## config.mk

```make
export PLATFORM = sky130hd
export DESIGN_NAME = stream_shift_engine
export DESIGN_NICKNAME = d
export VERILOG_FILES = /design/src/rtl/stream_shift_pkg.sv /design/src/rtl/stream_shift_engine_shift_alu.sv /design/src/rtl/stream_shift_engine.sv
export SDC_FILE = /design/constraint.sdc
export NUM_CORES = 1
export LEC_CHECK = 0
export CAP_MARGIN = 20
export CORE_MARGIN = 2
export CORE_UTILIZATION = 30
export CTS_BUF_LIST = sky130_fd_sc_hd__clkbuf_16
export CTS_CLUSTER_DIAMETER = 40
export DETAILED_ROUTE_END_ITERATION = 8
export SYNTH_ARGS = -nofsm -noshare
export SYNTH_HDL_FRONTEND = slang
export SYNTH_HIERARCHICAL = 1
export SYNTH_SLANG_ARGS = --single-unit
```

## constraint.sdc

```tcl
create_clock -name clk -period 9.7 [get_ports clk]
set_input_delay 1.94 -clock clk [delete_from_list [all_inputs] [get_ports clk]]
set_output_delay 1.94 -clock clk [all_outputs]
set_load 0.05 [all_outputs]
```

## src/rtl/stream_shift_pkg.sv

```systemverilog
// Shared definitions for the stream shift engine.
// Holds the opcode field values, the control state and shift-mode enums,
// and the default register-file addresses and completion code.
package stream_shift_pkg;

  // Opcode field values (top bits of each read-FIFO word)
  localparam logic [3:0] OP_SHR  = 4'b0001;
  localparam logic [3:0] OP_SHL  = 4'b0010;
  localparam logic [3:0] OP_ROR  = 4'b0011;
  localparam logic [3:0] OP_END  = 4'b0100;
  localparam logic [3:0] OP_DATA = 4'b1000;

  // Default register-file addresses and completion code
  localparam int          DEF_SHR_REG   = 2;
  localparam int          DEF_SHL_REG   = 3;
  localparam int          DEF_DONE_REG  = 4;
  localparam int          DEF_ROR_REG   = 5;
  localparam int          DEF_CNT_REG   = 6;
  localparam logic [31:0] DEF_DONE_CODE = 32'hFFFF;

  typedef enum logic [2:0] {
    ST_IDLE,
    ST_LOAD,
    ST_RUN,
    ST_DRAIN,
    ST_DONE,
    ST_COUNT
  } state_t;

  typedef enum logic [1:0] {
    MODE_PASS,
    MODE_SHR,
    MODE_SHL,
    MODE_ROR
  } mode_t;

endpackage

```

## src/rtl/stream_shift_engine_shift_alu.sv

```systemverilog
// shift_alu: combinational payload transform.
// Ports:
//   mode    in  mode_t       PASS / SHR / SHL / ROR
//   amount  in  32           shift or rotate amount
//   payload in  PAY_W        data payload
//   result  out PAY_W        transformed payload
// Shifts by PAY_W or more clear the result; rotates use amount mod PAY_W.
module shift_alu
  import stream_shift_pkg::*;
#(
  parameter int PAY_W = 28
) (
  input  mode_t             mode,
  input  logic [31:0]       amount,
  input  logic [PAY_W-1:0]  payload,
  output logic [PAY_W-1:0]  result
);

  logic [31:0]        rot_amt;
  logic [2*PAY_W-1:0] doubled;

  // Rotating right is a right shift of the payload concatenated with itself;
  // the low PAY_W bits then hold the rotated word.
  always_comb begin
    rot_amt = amount % 32'(PAY_W);
    doubled = {payload, payload} >> rot_amt;
    result  = payload;
    case (mode)
      MODE_SHR: result = (amount >= 32'(PAY_W)) ? '0 : (payload >> amount);
      MODE_SHL: result = (amount >= 32'(PAY_W)) ? '0 : (payload << amount);
      MODE_ROR: result = doubled[PAY_W-1:0];
      default:  result = payload;
    endcase
  end

endmodule

```

## src/rtl/stream_shift_engine.sv

```systemverilog
// stream_shift_engine: pops command/data words from a show-ahead read FIFO,
// transforms DATA payloads by the current shift mode, pushes results to a
// write FIFO, and on END reports a done code and the pushed-word count to a
// register file.
// Ports:
//   clk, reset        clock, synchronous active-high reset
//   rdata, rdempty    read-FIFO head word and empty flag
//   rdack             pop read-FIFO head
//   wdata, wrreq      write-FIFO data and push
//   wrfull            write-FIFO full
//   u_addr, u_data    register-file address and combinational read data
//   u_write, u_wdata  register-file write enable and data
module stream_shift_engine
  import stream_shift_pkg::*;
#(
  parameter int          DATA_W    = 32,
  parameter int          OP_W      = 4,
  parameter int          SHR_REG   = DEF_SHR_REG,
  parameter int          SHL_REG   = DEF_SHL_REG,
  parameter int          DONE_REG  = DEF_DONE_REG,
  parameter int          ROR_REG   = DEF_ROR_REG,
  parameter int          CNT_REG   = DEF_CNT_REG,
  parameter logic [31:0] DONE_CODE = DEF_DONE_CODE
) (
  input  logic              clk,
  input  logic              reset,
  input  logic [DATA_W-1:0] rdata,
  input  logic              rdempty,
  output logic              rdack,
  output logic [DATA_W-1:0] wdata,
  output logic              wrreq,
  input  logic              wrfull,
  output logic [31:0]       u_addr,
  input  logic [31:0]       u_data,
  output logic              u_write,
  output logic [31:0]       u_wdata
);

  localparam int PAY_W = DATA_W - OP_W;

  state_t            state_q, state_d;
  mode_t             mode_q, mode_d;
  logic [31:0]       amount_q;
  logic [31:0]       count_q;
  logic              out_valid_q;
  logic [DATA_W-1:0] out_data_q;
  logic              load_out;
  logic              load_amount;
  logic              clear_run;
  logic [OP_W-1:0]   op;
  logic [PAY_W-1:0]  alu_result;

  assign op    = rdata[DATA_W-1 -: OP_W];
  assign wrreq = out_valid_q & ~wrfull;
  assign wdata = out_data_q;

  shift_alu #(.PAY_W(PAY_W)) u_alu (
    .mode    (mode_q),
    .amount  (amount_q),
    .payload (rdata[PAY_W-1:0]),
    .result  (alu_result)
  );

  // Register address of a mode's amount; PASS reads as the SHR register.
  function automatic logic [31:0] mode_reg(input mode_t m);
    case (m)
      MODE_SHL: mode_reg = 32'(SHL_REG);
      MODE_ROR: mode_reg = 32'(ROR_REG);
      default:  mode_reg = 32'(SHR_REG);
    endcase
  endfunction

  // Next-state and output decode. Mode words are always accepted; DATA waits
  // until the output register is free or draining this cycle. The mode is
  // committed at the pop so LOAD already addresses the new mode's register.
  always_comb begin
    state_d     = state_q;
    mode_d      = mode_q;
    rdack       = 1'b0;
    load_out    = 1'b0;
    load_amount = 1'b0;
    clear_run   = 1'b0;
    u_write     = 1'b0;
    u_wdata     = '0;
    u_addr      = mode_reg(mode_q);
    case (state_q)
      ST_IDLE, ST_RUN: begin
        if (!rdempty) begin
          case (op)
            OP_W'(OP_SHR): begin
              rdack = 1'b1; mode_d = MODE_SHR; state_d = ST_LOAD;
            end
            OP_W'(OP_SHL): begin
              rdack = 1'b1; mode_d = MODE_SHL; state_d = ST_LOAD;
            end
            OP_W'(OP_ROR): begin
              rdack = 1'b1; mode_d = MODE_ROR; state_d = ST_LOAD;
            end
            OP_W'(OP_DATA): begin
              if (!out_valid_q || wrreq) begin
                rdack    = 1'b1;
                load_out = 1'b1;
              end
            end
            OP_W'(OP_END): begin
              rdack = 1'b1; state_d = ST_DRAIN;
            end
            default: rdack = 1'b1;
          endcase
        end
      end
      ST_LOAD: begin
        load_amount = 1'b1;
        state_d     = ST_RUN;
      end
      ST_DRAIN: begin
        if (!out_valid_q) state_d = ST_DONE;
      end
      ST_DONE: begin
        u_write = 1'b1;
        u_addr  = 32'(DONE_REG);
        u_wdata = DONE_CODE;
        state_d = ST_COUNT;
      end
      ST_COUNT: begin
        u_write   = 1'b1;
        u_addr    = 32'(CNT_REG);
        u_wdata   = count_q;
        clear_run = 1'b1;
        mode_d    = MODE_PASS;
        state_d   = ST_IDLE;
      end
      default: state_d = ST_IDLE;
    endcase
  end

  // State, mode, amount, saturating push count and the one-word output
  // register. A new word replaces the held one in the same cycle it drains.
  always_ff @(posedge clk) begin
    if (reset) begin
      state_q     <= ST_IDLE;
      mode_q      <= MODE_PASS;
      amount_q    <= '0;
      count_q     <= '0;
      out_valid_q <= 1'b0;
      out_data_q  <= '0;
    end else begin
      state_q <= state_d;
      mode_q  <= mode_d;
      if (clear_run) begin
        amount_q <= '0;
        count_q  <= '0;
      end else begin
        if (load_amount) amount_q <= u_data;
        if (wrreq && (count_q != 32'hFFFF_FFFF)) count_q <= count_q + 32'd1;
      end
      if (load_out) begin
        out_valid_q <= 1'b1;
        out_data_q  <= {{OP_W{1'b0}}, alu_result};
      end else if (wrreq) begin
        out_valid_q <= 1'b0;
      end
    end
  end

endmodule

```

==> results of run 1 <==
[Yosys cell counts, types with 38 or more instances]
cell        n  area, um2
buf_4      44        330
a21oi_1   180        901
clkbuf_1  117        439
nor3_1     65        325
nand3_1   100        500
a211oi_1   38        285
mux2i_1    45        450
nor2_1    184        691
inv_1      38        143
and2_1     38        238
nand2_1   236        886
dfxtp_1    98       1960
o21ai_0   139        696
[metal layers]
layer,share of wire [%],vias up,global-route usage (%)
met4,4.6,0,11.1
met1,43,9264,33.6
met5,0,-,0
met2,45,909,41.0
li1,-,8861,-
met3,7.7,171,3.81
[path summary, 6_finish.rpt]
check	end	slack, ps
setup / recovery	wdata[23]	-860
hold / removal	wdata[11]	460
setup reg to reg	wdata[23]	-860
hold reg to reg	wdata[11]	460
[through the flow]
stage / power (mW) / hold WS, ps / cell area, um2
4_1_cts: 3.76 / 460 / 20500
3_5_place_dp: 2.87 / 452 / 18400
2_1_floorplan: 1.91 / 429 / 14900
3_3_place_gp: 2.84 / 443 / 18400
5_1_grt: 4.34 / 482 / 21400
6_report: 4.14 / 458 / 21400
[registers in the layout (all words and copies together), names as in the netlist]
register / cells
amount_q: 32
count_q: 32
mode_q: 2
out_valid_q: 1
state_q: 3
wdata: 28
[worst register-to-register path, delay by kind of cell, from the launching register on]
family          cells  cell delay (ps)
flops               1              330
buf+inv             6              940
compound gates     24             5830
mux                 4             1350
xor+xnor            1              300
simple gates        5             1640
[report_power, final]
| group | switching, mW | leakage (nW) | internal (mW) | total, mW |
|---|---|---|---|---|
| Sequential | 0.0132 | 0.796 | 0.408 | 0.421 |
| Combinational | 1.72 | 7.09 | 1.60 | 3.31 |
| Clock | 0.196 | 0.154 | 0.208 | 0.404 |
[cells by family after synthesis]
family / share of synthesized area [%]
buffers and inverters: 8.26
other: 0.0256
DFF: 13.4
adders and majority gates: 0.231
and+or+nand+nor: 29.9
xor gates and xnor gates: 1.14
muxes: 6.40
AOI/OAI and AO/OA: 40.6
[layout make-up]
type                    instances  area share (%)
flip-flops and latches         98            9.25
repair buffers                560            23.2
clock inverters                 7           0.462
multi-input cells            1811            61.6
well taps                     615            3.60
clock buffers                   9            1.05
inverters                      44           0.784
[what timing repair did]
item | 4_1_cts | 5_1_grt
gates resized for setup | 220 | 137
setup buffers | 75 | 34
setup endpoints to repair | 28 | 28
pin swaps | 130 | 74
gates cloned | 5 | 2
==> results.toml, run 1 <==
[status]
outcome = "complete, but fails checks"
violations = "negative setup slack"

[job]
max_cap_viol_count = 0

[timing]
finalHoldViolations = 0
rsz0062_at_grt = "yes"
setup_viol = 28
final-max-slew-violation-count = 0
fin_crit_ps = 10560
worst-slew-pin-transition_ps = 1150
setup_ws_ps = -858
period_share_pct = 109
fin_tns_setup_ps = -19220
slew_headroom_pct = 23.5
skew_ps = 12.7
fmax_ghz = 0.0947

[critical_path]
cp_slowest_cell = "or4_4"
cp_top_family = "compound AO/OA/AOI/OAI gates"
cp.arrival_ps = 10800
slowest_delay_ps = 560
path_class = "reg -> reg"
r2r_start = "amount_q[28]"
critPathBufInv = 6
r2r_cells = 40
cp_max_fo = 14
worstSetupStartpointType = "register"
cp.required_ps = 9940
crit_cells = 40
startpoint = "amount_q[28]"
end_kind = "register"

[clock_network]
hold_buffers = 0
cts_tree = "built"
cts_root_buffer = "clkbuf_16"
htree_num_levels = 3
clkTransAtPathRegs_ps = 80
worst_skew_pair.late_latency_ps = 390
ctsLongestPathBuffers = 2
numCtsBuffers = 9
clock-sinks = 98

[synth]
yosysSeqAreaShare_pct = 13.4
ys_types = 128
synth_cells = 2128
synth-seq-cells = 98
ys_warn_count = 6
synth_edf_count = 0
synth_area_per_cell_um2 = 6.88
ys.flop_type = "dfxtp_1"
async_flop_share_pct = 0
syn_area_mm2 = 0.0146

[hold_path]
hp-start = "wdata[11]"
hold_depth = 2
hp-class = "reg -> reg"

[final_layout]
fin_util_pct = 44.6
area_growth_pct = 46.1
fillers = 4689
seq_area_mm2 = 0.00198
layout_common_cells = "buf_4, nand2_1, nor2_1, a21oi_1, clkdlybuf4s50_1"
diodes = 0
layout_commonest_cell = "buf_4"
drive_gt1_share_pct = 31.7
post_layout_nonfiller_instances = 3144
multi_input_area_mm2 = 0.0132
nets = 2593

[power_and_ir_drop]
power_density_mw_per_mm2 = 194
leakagePower_nw = 8.04
peakVddDrop_uv = 113

[drt]
route.detailed.drc = 0
via_per_inst = 6.11
firstDrtPassIters = 6
post_drt_wl_per_cell_um = 21.8
vias = 19205
drt_iter0_drc = 1864
final_antenna_net_count = 0
drt-total-wl_um = 68400

[grt]
grt_pass1_wl_um = 103000
grt_max_degree = 78
grt_util_all_layers_pct = 25.4
grt_pass1_vias = 18048
gr-total-overflow = 0
antenna_found_initial = 0

[floorplan]
initial_core_util_pct = 30.5
fp.dieH_um = 225
row_count = 80
pin_count = 167
core_area_mm2 = 0.0479
fp.dieW_um = 225
dieArea_mm2 = 0.0506

[placement]
dpl.hpwl_um = 48500
dp.cells = 3015
pre_cts_ws_ps = -927
io_buffers = 133
gp_congestion = 1.01
(Power assumes the default switching activity.)
==> run 2: changes to the inputs <==
--- a/config.mk
+++ b/config.mk
@@ -6,7 +6,6 @@
 export NUM_CORES = 1
 export LEC_CHECK = 0
 export CAP_MARGIN = 20
-export CORE_MARGIN = 2
 export CORE_UTILIZATION = 30
 export CTS_BUF_LIST = sky130_fd_sc_hd__clkbuf_16
 export CTS_CLUSTER_DIAMETER = 40
==> run 2 against run 1 <==
Flip-flop and latch count is the same. Wire length shrank 3.6%. Count of clock-buffer cells in the layout is the same. Fmax grew 0.45%. Utilization shrank 2.0 points. Via count shrank 1.6%. Die area shrank 1.8%. Critical endpoint is now wdata[21]. First-iteration DRC count grew 2.3%. The flow still finishes with violations (negative setup slack).
==> results.toml, run 2 (synthesis gave the netlist of run 1 again) <==
[drt]
final_antenna_net_count = 0
drt_iter0_drc = 1906
dr_wl_met3_um = 4680
via_per_inst = 6.12
topRoutingLayerUsed = "met4"
met2_wirelength_um = 30300
drt-total-wl_um = 65900
vias = 18892
route.detailed.drc = 0
post_drt_wl_per_cell_um = 21.4
met1Wirelength_um = 28200
firstDrtPassIters = 6

[final_layout]
diodes = 0
final_cell_area_mm2 = 0.0204
post_layout_nonfiller_instances = 3085
fin_util_pct = 42.6
drive_gt1_share_pct = 28.4
layout_commonest_cell = "buf_4"
fillers = 4816
layout_common_cells = "buf_4, nand2_1, nor2_1, a21oi_1, clkdlybuf4s50_1"
area_growth_pct = 39.5
nets = 2534

[timing]
fmax_ghz = 0.0951
fin_crit_ps = 10510
period_share_pct = 108
final-max-slew-violation-count = 0
skew_ps = 11.4
worst-slew-pin-transition_ps = 1200
slew_headroom_pct = 19.4
setup_viol = 28
setup_ws_ps = -811
rsz0062_at_grt = "yes"
finalHoldViolations = 0

[grt]
grt_max_degree = 77
antenna_found_initial = 0
gr-total-overflow = 0
grt_pass1_wl_um = 98600
grt_util_all_layers_pct = 24.6
grt_pass1_vias = 17224

[placement]
dpl_cell_area_mm2 = 0.0183
dpl.hpwl_um = 47500
io_buffers = 133
dp.cells = 3005
gp_congestion = 0.959
pre_cts_ws_ps = -871

[clock_network]
worst_skew_pair.late_latency_ps = 380
clock-sinks = 98
cts_root_buffer = "clkbuf_16"
clkTransAtPathRegs_ps = 80
htree_num_levels = 3
numCtsBuffers = 9
cts_tree = "built"
ctsLongestPathBuffers = 2

[hold_path]
hold_depth = 2
hp-class = "reg -> reg"

[status]
violations = "negative setup slack"
outcome = "complete, but fails checks"

[critical_path]
path_class = "reg -> reg"
cp.required_ps = 9930
cpMostUsedCell = "buf_6"
cp_slowest_cell = "or4_4"
cp.arrival_ps = 10740
r2r_cells = 44
slowest_delay_ps = 550
worstSetupStartpointType = "register"
end_kind = "register"
cp_max_fo = 14

[power_and_ir_drop]
peakVddDrop_uv = 135
leakagePower_nw = 7.65
power_density_mw_per_mm2 = 185

[floorplan]
core_area_mm2 = 0.0479
row_count = 80
initial_core_util_pct = 30.5
dieArea_mm2 = 0.0497
fp.dieW_um = 223
fp.dieH_um = 223
pin_count = 167

[job]
max_cap_viol_count = 0
## run 2: cell types whose count changed in the layout (fill, tap and decap cells not counted), moves of 4 or more
cell	previous run	this run
o21ai_2	18	13
o21ai_0	123	129
a21oi_2	25	19
nand3_1	87	92
nor3_2	13	9
buf_6	40	23
buf_4	362	326
## run 2: worst paths after layout
path	from	endpoint	slack (ps)
min reg2reg	wdata[27]	wdata[27]	460
min	wdata[27]	wdata[27]	460
max reg2reg	amount_q[28]	wdata[21]	-810
max	amount_q[28]	wdata[21]	-810
## run 2: critical path, delay by kind of cell, from the launching register on
family | cells | cell delay, ps
compound gates | 26 | 6530
flops | 1 | 330
buf+inv | 10 | 1520
simple gates | 5 | 1000
mux | 3 | 950
## run 2: cell type report
class	count	area [um2]	share of cell area [%]
multi-input cells	1810	12800	62.7
repair buffers	502	4400	21.5
flip-flops and latches	98	1980	9.69
well taps	615	769	3.77
clock buffers	9	225	1.10
inverters	44	166	0.815
clock inverters	7	71.3	0.349
## run 2: timing repair
item / in CTS / in global routing
endpoints found under the setup margin: 28 / 28
gates resized for setup: 120 / 147
pin swaps: 58 / 49
setup buffers: 25 / 33
gates cloned: 1 / 4
hold buffers: 0 / 0
## run 2: where the power goes
group	switching, mW	internal [mW]	total (mW)
combinational	1.58	1.39	2.97
clock	0.195	0.182	0.377
sequential	0.0116	0.408	0.420
total	1.79	1.98	3.77
## run 2: metrics by stage
stage	hold WS [ps]	TNS (ps)	power, mW
6_report	461	-18260	3.77
5_1_grt	477	-27920	3.96
4_1_cts	463	-9580	3.44
3_5_place_dp	452	-20180	2.82
3_3_place_gp	447	-17040	2.80
2_1_floorplan	429	0	1.91
## run 2: layer usage
layer | vias to the layer above | GRT usage (%)
met5 | - | 0
met4 | 0 | 10.0
met3 | 148 | 3.07
met2 | 887 | 39.5
met1 | 9122 | 33.2
li1 | 8735 | -
